==> config.mk <==
export PLATFORM = sky130hd
export DESIGN_NAME = instr_fetch_unit
export DESIGN_NICKNAME = d
export VERILOG_FILES = /design/src/rtl/cpu_if_pkg.sv /design/src/rtl/if_id_reg.sv /design/src/rtl/instr_fetch_unit.sv
export SDC_FILE = /design/constraint.sdc
export NUM_CORES = 1
export LEC_CHECK = 0
export ABC_AREA = 0
export BUFFER_PORTS_ARGS = -buffer_cell sky130_fd_sc_hd__buf_2
export CAP_MARGIN = 20
export CORE_MARGIN = 8
export CORE_UTILIZATION = 47
export CTS_CLUSTER_SIZE = 10
export DETAILED_ROUTE_END_ITERATION = 8
export PLACE_DENSITY_LB_ADDON = 0.08
export REMOVE_ABC_BUFFERS = 1
export SLEW_MARGIN = 0
export SYNTH_ARGS = -nofsm -noshare
export SYNTH_HDL_FRONTEND = slang
export SYNTH_HIERARCHICAL = 1
export SYNTH_SLANG_ARGS = --single-unit
==> constraint.sdc <==
create_clock -name clk_i -period 5.9 [get_ports clk_i]
set_input_delay 1.18 -clock clk_i [delete_from_list [all_inputs] [get_ports clk_i]]
set_output_delay 1.18 -clock clk_i [all_outputs]
set_load 0.005 [all_outputs]
==> src/rtl/cpu_if_pkg.sv <==
// Shared types and defaults for the instruction-fetch front end.
package cpu_if_pkg;

    localparam int unsigned ADDR_W_DEF  = 32;
    localparam int unsigned INSTR_W_DEF = 32;
    localparam logic [31:0] NOP_INSTR_DEF = 32'h0000_0000;

    typedef enum logic [1:0] {
        ST_ISSUE = 2'd0,
        ST_WAIT  = 2'd1,
        ST_HOLD  = 2'd2,
        ST_DROP  = 2'd3
    } fetch_state_e;

endpackage

==> src/rtl/if_id_reg.sv <==
// IF/ID pipeline register: flush clears valid, stall holds, load captures,
// otherwise a bubble is inserted while the payload fields hold.
module if_id_reg
    import cpu_if_pkg::*;
#(
    parameter int unsigned           ADDR_W    = ADDR_W_DEF,
    parameter int unsigned           INSTR_W   = INSTR_W_DEF,
    parameter logic [INSTR_W-1:0]    NOP_INSTR = INSTR_W'(NOP_INSTR_DEF)
) (
    input  logic               clk_i,
    input  logic               rst_i,
    input  logic               flush_i,
    input  logic               stall_i,
    input  logic               load_i,
    input  logic [INSTR_W-1:0] instr_i,
    input  logic [ADDR_W-1:0]  pc_i,
    output logic               valid_o,
    output logic [INSTR_W-1:0] instr_o,
    output logic [ADDR_W-1:0]  pc_o,
    output logic [ADDR_W-1:0]  pc_plus4_o
);

    always_ff @(posedge clk_i or posedge rst_i) begin
        if (rst_i) begin
            valid_o    <= 1'b0;
            instr_o    <= NOP_INSTR;
            pc_o       <= '0;
            pc_plus4_o <= '0;
        end else if (flush_i) begin
            valid_o <= 1'b0;
        end else if (!stall_i) begin
            valid_o <= load_i;
            if (load_i) begin
                instr_o    <= instr_i;
                pc_o       <= pc_i;
                pc_plus4_o <= pc_i + ADDR_W'(4);
            end
        end
    end

endmodule

==> src/rtl/instr_fetch_unit.sv <==
// Fetch FSM: issues one memory request per instruction, buffers the word
// across decode stalls, squashes in-flight requests on flush.
module instr_fetch_unit
    import cpu_if_pkg::*;
#(
    parameter int unsigned           ADDR_W    = ADDR_W_DEF,
    parameter int unsigned           INSTR_W   = INSTR_W_DEF,
    parameter logic [INSTR_W-1:0]    NOP_INSTR = INSTR_W'(NOP_INSTR_DEF)
) (
    input  logic               clk_i,
    input  logic               rst_i,
    input  logic [ADDR_W-1:0]  pc_i,
    output logic               pc_write_o,
    output logic               imem_req_o,
    output logic [ADDR_W-1:0]  imem_addr_o,
    input  logic               imem_ack_i,
    input  logic [INSTR_W-1:0] imem_data_i,
    input  logic               stall_i,
    input  logic               flush_i,
    output logic               ifid_valid_o,
    output logic [INSTR_W-1:0] ifid_instr_o,
    output logic [ADDR_W-1:0]  ifid_pc_o,
    output logic [ADDR_W-1:0]  ifid_pc_plus4_o
);

    fetch_state_e       state_q, state_d;
    logic [INSTR_W-1:0] buf_q;
    logic [ADDR_W-1:0]  fetch_pc_q;
    logic               complete;
    logic               cap_fetch;
    logic               cap_buf;
    logic [INSTR_W-1:0] ld_data;

    always_ff @(posedge clk_i or posedge rst_i) begin
        if (rst_i) begin
            state_q    <= ST_ISSUE;
            buf_q      <= '0;
            fetch_pc_q <= '0;
        end else begin
            state_q <= state_d;
            if (cap_fetch) fetch_pc_q <= pc_i;
            if (cap_buf)   buf_q      <= imem_data_i;
        end
    end

    // Next state; flush outranks stall and ack in every state.
    always_comb begin
        state_d   = state_q;
        complete  = 1'b0;
        cap_fetch = 1'b0;
        cap_buf   = 1'b0;
        ld_data   = imem_data_i;
        case (state_q)
            ST_ISSUE: begin
                if (!flush_i) begin
                    cap_fetch = 1'b1;
                    state_d   = ST_WAIT;
                end
            end
            ST_WAIT: begin
                if (flush_i) begin
                    state_d = imem_ack_i ? ST_ISSUE : ST_DROP;
                end else if (imem_ack_i) begin
                    if (stall_i) begin
                        cap_buf = 1'b1;
                        state_d = ST_HOLD;
                    end else begin
                        complete = 1'b1;
                        state_d  = ST_ISSUE;
                    end
                end
            end
            ST_HOLD: begin
                if (flush_i) begin
                    state_d = ST_ISSUE;
                end else if (!stall_i) begin
                    complete = 1'b1;
                    ld_data  = buf_q;
                    state_d  = ST_ISSUE;
                end
            end
            ST_DROP: begin
                if (imem_ack_i && !flush_i) state_d = ST_ISSUE;
                else if (imem_ack_i)        state_d = ST_ISSUE;
            end
            default: state_d = ST_ISSUE;
        endcase
    end

    assign imem_req_o  = (state_q == ST_ISSUE) && !flush_i && !rst_i;
    assign imem_addr_o = pc_i;
    assign pc_write_o  = (complete || flush_i) && !rst_i;

    if_id_reg #(
        .ADDR_W    (ADDR_W),
        .INSTR_W   (INSTR_W),
        .NOP_INSTR (NOP_INSTR)
    ) u_if_id_reg (
        .clk_i      (clk_i),
        .rst_i      (rst_i),
        .flush_i    (flush_i),
        .stall_i    (stall_i),
        .load_i     (complete),
        .instr_i    (ld_data),
        .pc_i       (fetch_pc_q),
        .valid_o    (ifid_valid_o),
        .instr_o    (ifid_instr_o),
        .pc_o       (ifid_pc_o),
        .pc_plus4_o (ifid_pc_plus4_o)
    );

endmodule

Word-level counts from Yosys, hierarchy flattened --
Index checks and enable logic that the tools add are counted. Widths: inputs -> output; s select.
Operators by class: $add $sub $neg 1, equality and inequality tests 8, mux-type cells 24, bitwise logic cells 2, reductions and logical operators 10
Operators by type and width (count):
- $add 32x3->32 const B | 1
- $mux 32 | 1
- $mux 2 | 9
- $mux 1 | 12
- $ne 3x3->1 const B | 3
- $pmux 2 s4 | 1
- $eq 2x2->1 const B | 2
- $logic_and 1x1->1 | 4
- $reduce_and 4->1 | 1
- $reduce_and 3->1 | 1
- $eq 2x1->1 const B | 1
- $logic_not 1->1 | 2
- $logic_not 2->1 | 1
- $ne 2x1->1 const B | 1
- $ne 2x2->1 const B | 1
- $not 1->1 | 2
- $pmux 1 s2 | 1
- $logic_or 1x1->1 | 1
Word-level totals: register bits after elaboration 163, input bits 69, output and inout bits 131, word-level logic and storage cells 52

Depth between registers and ports, before layout --
Gate-level depths: netlist (run 1).
depth in word-level cells 6, depth in mapped cells 11, depth with buffers taken out 9

Cells and area by module --
The synthesis (run 1) kept the hierarchy.
By module, submodules not included:
- if_id_reg | times used 1, cells each 453, area an instance 4050.1 µm², seq. area each 2377.3 µm²
- instr_fetch_unit | times used 1, cells each 231, area an instance 3408.3 µm², seq. area each 1651.6 µm²

Least setup slack after synthesis (run 1) --
Ideal clock, no wire load.
path kind input -> output, from in rst_i, to out pc_write_o, arrival 2.829 ns, slack 1.891 ns, cell stages on the path 2, cell sequence inv_1 o21a_1
Between the ends: cells in the longest elaborated chain, start to end 2
Ends and longest elaborated chain:
- start: declaration | RTL line instr_fetch_unit.sv:11 | input logic rst_i,
- $logic_not 1->1 (no source line)
- $logic_and 1x1->1 | RTL line instr_fetch_unit.sv:92 | assign pc_write_o = (complete || flush_i) && !rst_i;
- end: declaration | RTL line instr_fetch_unit.sv:13 | output logic pc_write_o,
No other way between the ends.

Final worst setup path (run 1) --
from in flush_i, to out imem_req_o
Between the ends: cells in the longest elaborated chain, start to end 3
Ends and longest elaborated chain:
- start: declaration | RTL line instr_fetch_unit.sv:19 | input logic flush_i,
- $logic_not 1->1 | RTL line instr_fetch_unit.sv:90 | assign imem_req_o = (state_q == ST_ISSUE) && !flush_i && !rst_i;
- $logic_and 1x1->1 (2 in series) | RTL line instr_fetch_unit.sv:90
- end: declaration | RTL line instr_fetch_unit.sv:14 | output logic imem_req_o,
No other way between the ends.

==> results of run 1 <==
stage by stage:
stage               cell area, sq um  hold WS, ps
floorplan                       7000          433
detailed placement              8310          457
CTS                             8910          473
global route                    8910          492
finish                          8910          468
global placement                8310          453
critical path: stages:
cell and delay, ps:
buf_2 150, inv_1 180, nand2_2 510, nor2_1 260, buf_2 150
path summary, 6_finish.rpt:
| path | startpoint | endpoint | slack [ps] | cells after the start |
|---|---|---|---|---|
| worst max register to register | state_q[1] | u_if_id_reg/pc_plus4_o[10] | 3140 | 8 |
| worst min-delay path | u_if_id_reg/pc_o[24] | u_if_id_reg/pc_o[24] | 470 | 2 |
| worst max-delay path | flush_i | imem_req_o | 2260 | 5 |
| min in group asynchronous | rst_i | u_if_id_reg/instr_o[7] | 830 | 2 |
| max in group asynchronous | rst_i | u_if_id_reg/instr_o[10] | 3890 | 3 |
| worst min register to register | u_if_id_reg/pc_o[24] | u_if_id_reg/pc_o[24] | 470 | 2 |
cell type report:
type	instances	area, sq um	area share
Sequential cell	161	4030	0.452
Multi-Input combinational cell	450	2950	0.331
Timing Repair Buffer	203	1030	0.115
Clock buffer	23	478	0.0536
Tap cell	216	270	0.0303
Clock inverter	9	130	0.0146
Inverter	8	32.5	0.00365
flip-flops by register name, summed over array words and instances (netlist names):
register / count
fetch_pc_q: 32
u_if_id_reg/valid_o: 1
buf_q: 32
u_if_id_reg/pc_o: 32
u_if_id_reg/instr_o: 32
state_q: 2
u_if_id_reg/pc_plus4_o: 30
power breakdown:
group | internal [uW] | switching [uW] | leakage, uW | total (uW)
Sequential | 1540 | 345 | 0.00205 | 1880
Clock | 699 | 426 | 0.000297 | 1130
Combinational | 561 | 476 | 0.00230 | 1040
cell usage in the layout (no fill, tap or decap), types with 2 or more instances in the layout:
master,netlist,layout
nor2_1,8,7
clkbuf_1,18,3
nand4_4,2,2
mux2_4,30,30
bufinv_16,0,3
clkinv_2,0,3
dfrtp_1,161,161
clkinv_4,0,2
nand3_1,13,13
mux2_1,2,2
buf_4,37,4
xor2_1,21,21
xnor2_1,6,6
mux2_2,65,65
and4_1,2,2
o21ai_0,29,29
clkbuf_16,0,17
buf_2,0,199
nand2_1,232,232
a21oi_1,5,5
and3_1,2,2
ha_1,5,5
clkbuf_8,0,3
nor4_2,2,2
inv_1,8,6
nand4_1,10,10
per-layer routing:
layer | track usage | vias up
li1 | - | 2524
met1 | 0.217 | 2524
met2 | 0.303 | 144
met3 | 0.0560 | 15
met4 | 0.0571 | 0
met5 | 0 | -
cells by family (layout without fill, tap and decap cells):
logic type,after synthesis,after routing,synth area share
compound gates,38,38,0.0263
xor+xnor,27,27,0.0317
fa+ha+maj,5,5,0.00839
buf+inv,73,243,0.0659
flops,161,161,0.540
mux,98,98,0.163
simple gates,282,282,0.165
==> metrics.txt, run 1 <==
Max-Cap Viols 0; Seq cells post-synth 161; Max Fclk 0.274 GHz; Worst VDD drop 219 uV; most instantiated cells after synthesis 232 x nand2_1, 161 x dfrtp_1, 65 x mux2_2; ant diodes 0; register area share after synthesis 0.540; post-detailed-route count of antenna-violating nets 0; PD cells 454 mW/mm^2; latest clock arrival within the worst-skew pair 420 ps; worst path required time 4720 ps; Setup WS pre-CTS 2250 ps; Syn Inst Count 684; Final #Nets 915; I/O pin count 200; count of filler cells inserted in the layout 1,402; clock sink total 161; die area 0.0202 sq mm; Leak Pwr 0.00465 uW; count of buffers from port buffering 199; via count of the first global-routing pass 5,505; Hold Path Class flop to flop; global-route usage over all layers 0.180; initial drt markers 294; H-tree depth 4; drc violations 0; Setup WS post-layout 2260 ps; highest routed layer met4; Post-Route Setup TNS 0 ps; clock tree buffer depth 2; hpwl dp 12,400 microns; Layout Skew 9.55 ps; P&R area growth vs syn 19.5%; Post-synth EDFFs 0; DIE HEIGHT 142 microns; GRT Residual Overflow 0; final wirelength 17,800 microns; Tot Pwr 4040 uW; max-slew violation count 0; metal1 wirelength 7690 microns; crit path DAT 2460 ps; largest cells by area after synthesis dfrtp_1 54%, nand2_1 12%, mux2_2 9.8%; Fin. Hold Viols 0; cts repair resizes 0; largest fanout on the critical path 33; Setup Crit Path Kind input port to output port; routed vias 5,207; global-route wire length before repair 28,500 microns; routed wl met2 8640 microns; drt wl/cell 16.6 microns; Slew headroom 0.320; placed instance count 1,038; fin crit share 0.618; WL met3 1280 microns; initial antenna violation count 0; largest net degree at the start of global routing 72; Yosys cell types 39; Post-CTS Repair Setup Buffers 0; number of hold buffers added after CTS 0; Min Clock Period, post-route 3640 ps; share of the synthesized area in the top cell type 0.540; status complete, no violations; Util after Layout 0.567; cts bufs inserted 17; Async SR Flop Fraction 1.00; Post-synth top flop dfrtp_1; first-pass detailed-route iteration total 4; synthesized area per cell 10.9 sq um; layout cell share with drive strength beyond 1 0.399; Root Buffer Master clkbuf_16; RePlAce Congestion 0.745; Rows 46; Yosys Warn Count 6; RSZ-0062 raised after global routing false; initial core utilization 0.475; via/cell ratio 4.87; DIE WIDTH 142 microns; Clock transition at path regs 60 ps; Finished Layout Cells 1,070; Core Area 0.0157 sq mm; setup violators final 0; worst slew pin tran 1010 ps; count leader, synth nand2_1; CTS tree built; Post-Syn Area 0.00746 sq mm; Synth area leader dfrtp_1; critical path launch point type input port; Worst Setup End Kind output port
(Power assumes the default switching activity.)
==> run 2, diff against run 1 <==
clock period = 3.8 ns   (was 5.9 ns; I/O delays follow)
==> run 2 against run 1 <==
Effect of this change: flip-flop and latch count did not move; global-route usage shrank 0.36 points; via count grew 0.13%; clock power rose by 50%; die area unchanged; power is 54% higher; final cell count down 0.19%; combinational power up 54%; cell area rose by 0.14%; largest cell class unchanged.
==> metrics.txt, run 2 (synthesized netlist as in run 1, its figures left out) <==
P&R area growth vs syn 19.7%; drt wl/cell 16.4 microns; internal power 4330 uW; largest fanout on the critical path 5; Layout Skew 7.64 ps; RePlAce Congestion 0.785; Hold Path Class flop to flop; H-tree depth 4; GRT Residual Overflow 0; latest clock arrival within the worst-skew pair 410 ps; critical path launch point type flop; Setup Crit Path Kind flop to output port; Core Area 0.0157 sq mm; Root Buffer Master clkbuf_16; fin crit share 0.649; die area 0.0202 sq mm; most frequent cells in the layout 232 x nand2_1, 199 x buf_2, 161 x dfrtp_1, 65 x mux2_2, 30 x mux2_4; number of hold buffers added after CTS 0; routed vias 5,214; hold_ws 465 ps; cts repair resizes 0; drc violations 0; RSZ-0062 raised after global routing false; crit path DAT 1710 ps; global-route usage over all layers 0.177; PD cells 698 mW/mm^2; Clock power frac 0.274; status complete, no violations; Max Fclk 0.405 GHz; ant diodes 0; Reg power frac 0.469; Worst VDD drop 321 uV; via count of the first global-routing pass 5,444; clock sink total 161; hpwl dp 12,200 microns; clock tree buffer depth 2; Min Clock Period, post-route 2470 ps; Leak Pwr 0.00466 uW; cts bufs inserted 17; initial antenna violation count 2; Slew headroom 0.354; commonest non-fill, non-tap cell in the layout nand2_1; Rows 46; I/O pin count 200; initial core utilization 0.475; Worst Setup End Kind output port; largest net degree at the start of global routing 67; count of buffers from port buffering 199; Max-Cap Viols 0; Post-Route Setup TNS 0 ps; global-route wire length before repair 28,200 microns; initial drt markers 264; setup violators final 0; footprint of the multi-input gates 0.00295 sq mm; final wirelength 17,500 microns; worst slew pin tran 961 ps; max-slew violation count 0; via/cell ratio 4.88; Tot Pwr 6230 uW; combinational share of power 0.257; CTS tree built; Clock transition at path regs 60 ps; layout cell share with drive strength beyond 1 0.400; Post-CTS Repair Setup Buffers 0; Switching Fraction 0.305; count of filler cells inserted in the layout 1,409; register area 0.00403 sq mm; worst path required time 3040 ps; Final #Nets 917; DIE WIDTH 142 microns; Fin. Hold Viols 0; switching power 1900 uW; post-detailed-route count of antenna-violating nets 0; DIE HEIGHT 142 microns; first-pass detailed-route iteration total 7
[run 2: cell count changes in the layout (fill, tap and decap cells not counted), sizes merged]
cell / change
buf: +2
clkinv: -1
clkinvlp: -1
clkbuf: -2
[run 2: worst max-delay path, stage by stage, from the launching register on]
cell,delay [ps]
dfrtp_1,400
inv_1,110
ha_1,290
a21oi_1,110
nor2_1,140
o21a_1,130
buf_2,110
[run 2: routing by layer]
layer  share of wire  global-route usage  wire length (microns)
met4           0.012              0.0560                    202
met5          0.0013                   0                     23
met2            0.48               0.292                   8320
met1            0.44               0.217                   7700
met3           0.070              0.0554                   1220
[run 2: worst paths after layout]
kind	from	endpoint	slack [ps]	cells past startpoint
worst max register to register	state_q[1]	u_if_id_reg/pc_plus4_o[4]	1330	8
min in group asynchronous	rst_i	u_if_id_reg/instr_o[3]	540	2
worst max-delay path	state_q[1]	pc_write_o	1330	6
max in group asynchronous	rst_i	u_if_id_reg/pc_plus4_o[15]	2480	3
worst min register to register	fetch_pc_q[0]	u_if_id_reg/pc_o[0]	460	2
worst min-delay path	fetch_pc_q[0]	u_if_id_reg/pc_o[0]	460	2
[run 2: power by group through the flow]
stage | Combinational, uW | Sequential, uW | Clock [uW]
finish | 1600 | 2920 | 1700
global route | 1810 | 3020 | 1810
CTS | 1650 | 2930 | 1740
detailed placement | 1640 | 2950 | 0
global placement | 1590 | 2920 | 0
floorplan | 980 | 2860 | 0
[run 2: cell type report]
type                            count  area share
Clock buffer                       21      0.0527
Multi-Input combinational cell    450       0.330
Sequential cell                   161       0.451
Clock inverter                      7      0.0123
Tap cell                          216      0.0303
Timing Repair Buffer              205       0.119
Inverter                            8     0.00364
[run 2: through the flow]
step	utilization	std cells	cell area (sq um)	setup slack, ps
after floorplan	-	619	7000	312
after global placement	0.531	1040	8350	1200
after detailed placement	0.531	1040	8350	1150
after CTS	0.568	1068	8930	1310
after global routing	0.568	1068	8930	1110
final	0.568	1068	8930	1330
